<file path="src/rtl/led_bit_decoder_mc_pkg.sv">
// Shared types and default timing for the multi-channel LED bit decoder.
package led_bit_decoder_mc_pkg;

    // Default timing in clock cycles at 100 MHz.
    localparam int unsigned DEF_NUM_CH     = 4;
    localparam int unsigned DEF_CNT_W      = 13;
    localparam int unsigned DEF_HIGH_MIN   = 20;
    localparam int unsigned DEF_BIT_THRESH = 60;
    localparam int unsigned DEF_HIGH_MAX   = 120;
    localparam int unsigned DEF_TRESET_CYC = 5000;

    // One decode event per channel per cycle.
    typedef struct packed {
        logic decode_bit;
        logic valid_strobe;
        logic treset;
        logic error;
    } led_bit_event_t;

    localparam led_bit_event_t reset_values_led_event = '{
        decode_bit:   1'b0,
        valid_strobe: 1'b0,
        treset:       1'b0,
        error:        1'b0
    };

endpackage

</file>
<file path="src/rtl/led_bit_decoder_mc_ch.sv">
// Single-channel decode: synchroniser, high/low counters, two-stage classifier.
module led_bit_decoder_ch
    import led_bit_decoder_mc_pkg::*;
#(
    parameter int unsigned CNT_W      = DEF_CNT_W,
    parameter int unsigned HIGH_MIN   = DEF_HIGH_MIN,
    parameter int unsigned BIT_THRESH = DEF_BIT_THRESH,
    parameter int unsigned HIGH_MAX   = DEF_HIGH_MAX,
    parameter int unsigned TRESET_CYC = DEF_TRESET_CYC
) (
    input  logic           clk,
    input  logic           rst,
    input  logic           enable,
    input  logic           din,
    output led_bit_event_t evt
);

    localparam logic [CNT_W-1:0] CNT_MAX    = '1;
    localparam logic [CNT_W-1:0] MIN_W      = CNT_W'(HIGH_MIN);
    localparam logic [CNT_W-1:0] THRESH_W   = CNT_W'(BIT_THRESH);
    localparam logic [CNT_W-1:0] MAX_W      = CNT_W'(HIGH_MAX);
    localparam logic [CNT_W-1:0] TRESET_W   = CNT_W'(TRESET_CYC);

    logic             sync_q1;
    logic             sync_q2;
    logic             prev_q;
    logic [2:0]       fill_q;
    logic             armed_q;
    logic             armed_d;
    logic [CNT_W-1:0] high_cnt_q;
    logic [CNT_W-1:0] high_cnt_d;
    logic [CNT_W-1:0] low_cnt_q;
    logic [CNT_W-1:0] low_cnt_d;
    logic             s1_vld_q;
    logic             s1_vld_d;
    logic [CNT_W-1:0] s1_width_q;
    logic [CNT_W-1:0] s1_width_d;
    led_bit_event_t   evt_d;
    logic             rise;
    logic             fall;
    logic             glitch;

    // Edge detect, counters, stage-1 capture and stage-2 classification.
    // fill_q keeps edges seen against post-reset flop contents from counting,
    // so a pulse already high at reset release never arms the channel.
    always_comb begin
        rise       = sync_q2 & ~prev_q & fill_q[2];
        fall       = ~sync_q2 & prev_q & fill_q[2];
        glitch     = (high_cnt_q < MIN_W);
        high_cnt_d = high_cnt_q;
        low_cnt_d  = low_cnt_q;
        armed_d    = armed_q | rise;
        s1_vld_d   = fall & armed_q;
        s1_width_d = s1_width_q;
        evt_d      = reset_values_led_event;

        if (rise) begin
            high_cnt_d = CNT_W'(1);
        end else if (sync_q2 && (high_cnt_q != CNT_MAX)) begin
            high_cnt_d = high_cnt_q + CNT_W'(1);
        end

        // A glitch leaves the low period running as if the pulse never happened.
        if (fall && !glitch) begin
            low_cnt_d = CNT_W'(1);
        end else if (!sync_q2 && (low_cnt_q != CNT_MAX)) begin
            low_cnt_d = low_cnt_q + CNT_W'(1);
        end

        if (s1_vld_d) begin
            s1_width_d = high_cnt_q;
        end

        evt_d.treset = (low_cnt_d == TRESET_W) && (low_cnt_q != TRESET_W);

        if (s1_vld_q) begin
            if (s1_width_q > MAX_W) begin
                evt_d.error = 1'b1;
            end else if (s1_width_q >= MIN_W) begin
                evt_d.valid_strobe = 1'b1;
                evt_d.decode_bit   = (s1_width_q >= THRESH_W);
            end
        end
    end

    // State and event registers; reset and disable both flush the channel.
    always_ff @(posedge clk) begin
        if (rst || !enable) begin
            sync_q1    <= 1'b0;
            sync_q2    <= 1'b0;
            prev_q     <= 1'b0;
            fill_q     <= 3'b000;
            armed_q    <= 1'b0;
            high_cnt_q <= '0;
            low_cnt_q  <= '0;
            s1_vld_q   <= 1'b0;
            s1_width_q <= '0;
            evt        <= reset_values_led_event;
        end else begin
            sync_q1    <= din;
            sync_q2    <= sync_q1;
            prev_q     <= sync_q2;
            fill_q     <= {fill_q[1:0], 1'b1};
            armed_q    <= armed_d;
            high_cnt_q <= high_cnt_d;
            low_cnt_q  <= low_cnt_d;
            s1_vld_q   <= s1_vld_d;
            s1_width_q <= s1_width_d;
            evt        <= evt_d;
        end
    end

endmodule

</file>
<file path="src/rtl/led_bit_decoder_mc.sv">
// Multi-channel WS2812-style bit decoder: one independent decoder per input pin.
module led_bit_decoder_mc
    import led_bit_decoder_mc_pkg::*;
#(
    parameter int unsigned NUM_CH     = DEF_NUM_CH,
    parameter int unsigned CNT_W      = DEF_CNT_W,
    parameter int unsigned HIGH_MIN   = DEF_HIGH_MIN,
    parameter int unsigned BIT_THRESH = DEF_BIT_THRESH,
    parameter int unsigned HIGH_MAX   = DEF_HIGH_MAX,
    parameter int unsigned TRESET_CYC = DEF_TRESET_CYC
) (
    input  logic              clk,
    input  logic              rst,
    input  logic              enable,
    input  logic [NUM_CH-1:0] din,
    output logic [NUM_CH-1:0] bit_o,
    output logic [NUM_CH-1:0] valid_o,
    output logic [NUM_CH-1:0] treset_o,
    output logic [NUM_CH-1:0] error_o
);

    // The low counter must be able to reach the treset threshold.
    if (((64'd1 << CNT_W) - 64'd1) < 64'(TRESET_CYC)) begin : g_cnt_w_check
        $error("CNT_W too narrow to count TRESET_CYC");
    end

    // One decoder per channel; events flattened onto the output vectors.
    for (genvar i = 0; i < NUM_CH; i++) begin : g_ch
        led_bit_event_t evt;

        led_bit_decoder_ch #(
            .CNT_W      (CNT_W),
            .HIGH_MIN   (HIGH_MIN),
            .BIT_THRESH (BIT_THRESH),
            .HIGH_MAX   (HIGH_MAX),
            .TRESET_CYC (TRESET_CYC)
        ) u_ch (
            .clk    (clk),
            .rst    (rst),
            .enable (enable),
            .din    (din[i]),
            .evt    (evt)
        );

        assign bit_o[i]    = evt.decode_bit;
        assign valid_o[i]  = evt.valid_strobe;
        assign treset_o[i] = evt.treset;
        assign error_o[i]  = evt.error;
    end

endmodule
</file>
<file path="config.mk">
export PLATFORM = sky130hd
export DESIGN_NAME = led_bit_decoder_mc
export DESIGN_NICKNAME = d
export VERILOG_FILES = /design/src/rtl/led_bit_decoder_mc_pkg.sv /design/src/rtl/led_bit_decoder_mc_ch.sv /design/src/rtl/led_bit_decoder_mc.sv
export SDC_FILE = /design/constraint.sdc
export NUM_CORES = 1
export LEC_CHECK = 0
export CAP_MARGIN = 25
export CORE_ASPECT_RATIO = 1.4
export CORE_UTILIZATION = 50
export CTS_CLUSTER_DIAMETER = 80
export DETAILED_ROUTE_END_ITERATION = 8
export GPL_TIMING_DRIVEN = 0
export PLACE_DENSITY = 0.74
export SYNTH_ARGS = -nofsm -noshare
export SYNTH_HDL_FRONTEND = slang
export SYNTH_SLANG_ARGS = --single-unit
</file>
<file path="constraint.sdc">
create_clock -name clk -period 2.35 [get_ports clk]
set_clock_uncertainty 0.05 [all_clocks]
set_input_delay 0.47 -clock clk [delete_from_list [all_inputs] [get_ports clk]]
set_output_delay 0.47 -clock clk [all_outputs]
set_load 0.01 [all_outputs]
</file>
==> flow_summary.json, run 1 <==
{
  "outcome": "completed",
  "fmax_ghz": 0.445,
  "antenna_left": 0,
  "route.met2.wl_um": 9600,
  "whs_ns": 0.378,
  "drc": 0,
  "die_w_um": 114,
  "core_sq_um": 17000,
  "cp_max_fo": 5,
  "layout_min_cycle_time_ns": 2.25,
  "clk_pin_slew_ns": 0.07,
  "hold_viol": 0,
  "seq_area_frac_synth": 0.447,
  "syn-num-nets": 1090,
  "dr.pass1.iters": 5,
  "grt_pass1_vias": 6912,
  "fillers": 1554,
  "die_area_sq_um": 18000,
  "p_clk_frac": 0.464,
  "routed_wl_um": 18700,
  "start_util": 0.515,
  "ys_types": 68,
  "n_antenna_cell": 0,
  "setup_viol": 0,
  "layout_commonest_cell": "dfxtp_1",
  "cts_sinks": 195,
  "crit_arrival_ns": 2.53,
  "synthFlopType": "dfxtp_1",
  "die_y_um": 158,
  "ctsHoldBuffers": 0,
  "hold_path_class": "reg2reg",
  "grt_remaining_overflow": 0,
  "vdd_drop_max_mv": 0.434,
  "globalplace.congestion": 0.919,
  "pwr-share-seq": 0.513,
  "max_slew.worst_pin.slew_ns": 0.648,
  "cts_tree": "yes",
  "syn_to_final_growth_pct": 14.3,
  "cts_buffers": 17,
  "ys_async_sr_fraction": 0,
  "drt_iter0_markers": 441,
  "final_nets": 1130,
  "setup_tns_ns": 0,
  "pin_count": 23,
  "p_per_area_nw_per_um2": 650,
  "path_class": "reg2reg",
  "grt_setup_unrepaired": "no",
  "final_cell_mix": "dfxtp_1, nand2_1, nor2_1",
  "ys_ff_latch": 195,
  "multiInputGateArea_sq_um": 4640,
  "top_layer": "met4",
  "endpoint_kind": "register",
  "grt.total_usage": 0.217,
  "power.leakage_uw": 0.00335,
  "grt_pass1_wl_um": 31600,
  "intPower_uw": 5090,
  "portBuffers": 22,
  "ys.warnings.count": 0,
  "synth_edf_count": 0,
  "wl_per_cell_um": 13.8,
  "grt_max_degree": 18,
  "synth.cell_area_sq_um": 8740,
  "dr_wl_met3_um": 563,
  "core.rowCount": 56,
  "antenna_found_initial": 0,
  "clock_latency_ns": 0.43,
  "slew-limit-headroom": 0.564,
  "cts_htree_levels": 4,
  "maxCapViolations": 0,
  "hpwl_um": 13200,
  "pwr-share-comb": 0.022,
  "postSynthAreaPerCell_sq_um": 8.16,
  "swShare": 0.216,
  "post-route-period-util": 0.957,
  "routed_via_density": 5.41,
  "clockBufferDepth": 2,
  "drive_gt1_frac": 0.0730,
  "cts_root_buf": "clkbuf_16",
  "synth_cells": 1071,
  "required_ns": 2.64,
  "power_switching_uw": 1400,
  "final_core_util": 0.589,
  "start_kind": "register",
  "seq_area_sq_um": 3910,
  "met1_length_um": 8140,
  "drv_slew": 0,
  "vias": 7338
}
[area by class of cell]
| type | instances | area share |
|---|---|---|
| Inverter | 22 | 0.00827 |
| Buffer | 51 | 0.0223 |
| Multi-Input combinational cell | 801 | 0.465 |
| Clock inverter | 13 | 0.0173 |
| Clock buffer | 19 | 0.0443 |
| Timing Repair Buffer | 23 | 0.0228 |
| Tap cell | 232 | 0.0291 |
| Sequential cell | 195 | 0.391 |
[registers in the layout, summed over array words and instances (netlist names), 16 cells and up]
register	flops
g_ch.u_ch.evt	16
g_ch.u_ch.high_cnt_q	52
g_ch.u_ch.low_cnt_q	52
g_ch.u_ch.s1_width_q	52
[worst max-delay path, cell delays in order, from the launching register on]
cell and delay [ns]:
dfxtp_1 0.36, ha_4 0.19, and4_4 0.16, a41oi_4 0.28
nor3b_2 0.25, o22ai_1 0.10, or4b_1 0.53, a311oi_2 0.23
[Yosys cell counts, drive strengths merged (22+ instances only)]
| master | count | area, sq um |
|---|---|---|
| nand4 | 23 | 144 |
| inv | 22 | 82.6 |
| xor2 | 34 | 298 |
| a21oi | 82 | 418 |
| clkbuf | 40 | 150 |
| xnor2 | 33 | 289 |
| nand2 | 187 | 707 |
| dfxtp | 195 | 3900 |
| nor2 | 138 | 518 |
| and3 | 23 | 144 |
| nand3 | 37 | 185 |
| nor3 | 27 | 135 |
| and2 | 22 | 138 |
[metrics by stage]
stage / area [sq um] / std cells / setup WS [ns] / power (uW)
final: 9990 / 1356 / 0.101 / 6490
after global routing: 9990 / 1356 / 0.00647 / 6710
after CTS: 9890 / 1355 / 0.00306 / 6550
after detailed placement: 9250 / 1325 / -0.638 / 3550
after global placement: 9250 / 1325 / -0.632 / 3540
after floorplan: 8740 / 1071 / 0.125 / 3490
[final timing paths]
| check | start | endpoint | slack (ns) | cells after the start |
|---|---|---|---|---|
| max | g_ch[1].u_ch.low_cnt_q[1] | g_ch[1].u_ch.evt[1] | 0.10 | 7 |
| max reg2reg | g_ch[1].u_ch.low_cnt_q[1] | g_ch[1].u_ch.evt[1] | 0.10 | 7 |
| min | g_ch[3].u_ch.sync_q1 | g_ch[3].u_ch.sync_q2 | 0.38 | 1 |
| min reg2reg | g_ch[3].u_ch.sync_q1 | g_ch[3].u_ch.sync_q2 | 0.38 | 1 |
[timing repair]
item	in CTS	in global routing
setup buffers	0	1
resized for setup	8	18
setup endpoints to repair	55	7
pin swaps	0	1
[routing by layer]
layer	vias to the layer above	track usage
met5	-	0
met4	0	0.0915
met3	34	0.0400
met2	122	0.392
met1	3414	0.250
li1	3768	-
[logic make-up (layout without fill, tap and decap cells)]
| family | Yosys count | after routing | synth area share |
|---|---|---|---|
| compound gates | 158 | 158 | 0.111 |
| xor+xnor | 67 | 67 | 0.0671 |
| fa+ha+maj | 12 | 12 | 0.0172 |
| buf+inv | 75 | 128 | 0.0355 |
| flops | 195 | 195 | 0.447 |
| mux | 5 | 5 | 0.00573 |
| simple gates | 559 | 559 | 0.316 |
[power groups by stage]
stage / clock, uW / sequential [uW] / combinational, uW
final: 3010 / 3330 / 144
after floorplan: 0 / 3400 / 92.2
after CTS: 3080 / 3330 / 145
after global routing: 3210 / 3330 / 160
after global placement: 0 / 3400 / 140
after detailed placement: 0 / 3400 / 142
Power figures use the tool's default switching activity.
==> inputs of run 2 (changes only) <==
--- a/config.mk
+++ b/config.mk
@@ -11,7 +11,7 @@
 export CTS_CLUSTER_DIAMETER = 80
 export DETAILED_ROUTE_END_ITERATION = 8
 export GPL_TIMING_DRIVEN = 0
-export PLACE_DENSITY = 0.74
+export PLACE_DENSITY = 0.67
 export SYNTH_ARGS = -nofsm -noshare
 export SYNTH_HDL_FRONTEND = slang
 export SYNTH_SLANG_ARGS = --single-unit
==> run 2 against run 1 <==
Count of clock-buffer cells in the layout up 5. Sequential power about the same. Critical path depth unchanged. Die area unchanged. Largest power group unchanged. Global-route usage up 0.28 points. Wire length up 1.1%.
==> flow_summary.json, run 2 (synthesized netlist as in run 1, its figures left out) <==
{
  "slew-limit-headroom": 0.565,
  "vdd_drop_max_mv": 0.512,
  "power_uw": 6360,
  "clock_latency_ns": 0.44,
  "endpoint_kind": "register",
  "core_sq_um": 17000,
  "die_w_um": 114,
  "wl_per_cell_um": 14.0,
  "crit_path_end": "g_ch[1].u_ch.evt[1]",
  "drt_iter0_markers": 319,
  "power.leakage_uw": 0.00333,
  "clk_pin_slew_ns": 0.06,
  "setup_ws_ns": 0.0846,
  "drv_slew": 0,
  "setup_viol": 0,
  "whs_ns": 0.376,
  "crit_path_start": "g_ch[1].u_ch.sync_q2",
  "final_cells": 1354,
  "cts_htree_levels": 4,
  "grt_pass1_wl_um": 31700,
  "rrSetupSlack_ns": 0.08,
  "grt_pass1_vias": 6916,
  "crit_arrival_ns": 2.55,
  "pwr-share-seq": 0.524,
  "final_nets": 1128,
  "drive_gt1_frac": 0.0704,
  "cts_tree": "yes",
  "vias": 7338,
  "ctsHoldBuffers": 0,
  "pin_count": 23,
  "power_switching_uw": 1350,
  "globalplace.congestion": 0.889,
  "drc": 0,
  "swShare": 0.212,
  "die_area_sq_um": 18000,
  "routed_via_density": 5.42,
  "maxCapViolations": 0,
  "hold_path_class": "reg2reg",
  "grt_max_degree": 17,
  "antenna_left": 0,
  "max_slew.worst_pin.slew_ns": 0.648,
  "cts_sinks": 195,
  "die_y_um": 158,
  "fmax_ghz": 0.441,
  "grt_setup_unrepaired": "no",
  "worstRegToRegCells": 7,
  "dp_slack_ns": -0.662,
  "grt.total_usage": 0.220,
  "reg2reg_from": "g_ch[1].u_ch.sync_q2",
  "required_ns": 2.63,
  "pwr-share-comb": 0.022,
  "start_kind": "register",
  "core.rowCount": 56,
  "intPower_uw": 5020,
  "layout_commonest_cell": "dfxtp_1",
  "p_per_area_nw_per_um2": 641,
  "dr.pass1.iters": 5,
  "routed_wl_um": 18900,
  "cts_root_buf": "clkbuf_16",
  "antenna_found_initial": 0,
  "cts_buffers": 17,
  "outcome": "completed",
  "clockBufferDepth": 2,
  "cp_max_fo": 8,
  "start_util": 0.515,
  "largestRegisters": "g_ch.u_ch.high_cnt_q: 52 flops, g_ch.u_ch.low_cnt_q: 52 flops, g_ch.u_ch.s1_width_q: 52 flops",
  "timing.rr.end": "g_ch[1].u_ch.evt[1]",
  "path_class": "reg2reg",
  "post-route-period-util": 0.964,
  "hold_viol": 0,
  "syn_to_final_growth_pct": 13.6,
  "grt_remaining_overflow": 0,
  "p_clk_frac": 0.454,
  "layout_min_cycle_time_ns": 2.27,
  "hpwl_um": 13600,
  "portBuffers": 22,
  "final_cell_mix": "dfxtp_1, nand2_1, nor2_1",
  "whs_path_depth": 1,
  "n_antenna_cell": 0,
  "dp.cells": 1325
}
run 2: cell types whose count changed in the layout (fill, tap and decap cells not counted), sizes merged:
cell,before,now
bufinv,3,2
clkinv,2,3
inv,27,22
clkbuf,57,60
run 2: stage by stage:
| step | setup TNS [ns] | utilization | instance area [sq um] |
|---|---|---|---|
| after detailed placement | -32.71 | 0.546 | 9250 |
| after CTS | 0 | 0.581 | 9860 |
| after global placement | -32.99 | 0.546 | 9250 |
| after global routing | 0 | 0.586 | 9930 |
| final | 0 | 0.586 | 9930 |
| after floorplan | 0 | - | 8740 |
run 2: how the worst min path moves through the flow:
stage	from	endpoint
global placement	g_ch[0].u_ch.fill_q[0]	g_ch[0].u_ch.fill_q[1]
floorplan	g_ch[0].u_ch.s1_vld_q	g_ch[0].u_ch.evt[0]
CTS	g_ch[1].u_ch.sync_q1	g_ch[1].u_ch.sync_q2
global route	g_ch[0].u_ch.fill_q[1]	g_ch[0].u_ch.fill_q[2]
finish	g_ch[0].u_ch.fill_q[1]	g_ch[0].u_ch.fill_q[2]
detailed placement	g_ch[1].u_ch.sync_q1	g_ch[1].u_ch.sync_q2
run 2: final cells by class:
cell class / count / area (sq um)
buffer: 49 / 215
clock buffer: 24 / 482
clock inverter: 8 / 101
fill: 1605 / 7020
inverter: 22 / 82.6
multi-input combinational: 801 / 4620
sequential: 195 / 3910
tap: 232 / 290
timing repair buffer: 23 / 228
run 2: layer usage:
layer	routed length [um]	track usage
met5	0	0
met2	9580	0.398
met3	672	0.0472
met4	357	0.0802
met1	8290	0.253
run 2: repair_timing:
action | in CTS | in global routing
gates cloned | 0 | 0
endpoints found under the setup margin | 11 | 28
pin swaps | 0 | 1
resized for setup | 8 | 20
buffers inserted | 0 | 1
run 2: critical path: stages, from the launching register on:
cell      delay [ns]
dfxtp_1         0.39
and3b_1         0.25
buf_2           0.18
nand2_1         0.17
nor3_2          0.23
a221oi_1        0.12
or4b_1          0.55
a311oi_2        0.23
run 2: power groups by stage:
stage / logic, uW / clock network, uW / registers [uW]
floorplan: 92.2 / 0 / 3400
global placement: 141 / 0 / 3400
detailed placement: 142 / 0 / 3400
CTS: 145 / 2930 / 3330
global route: 158 / 3070 / 3330
finish: 141 / 2890 / 3330
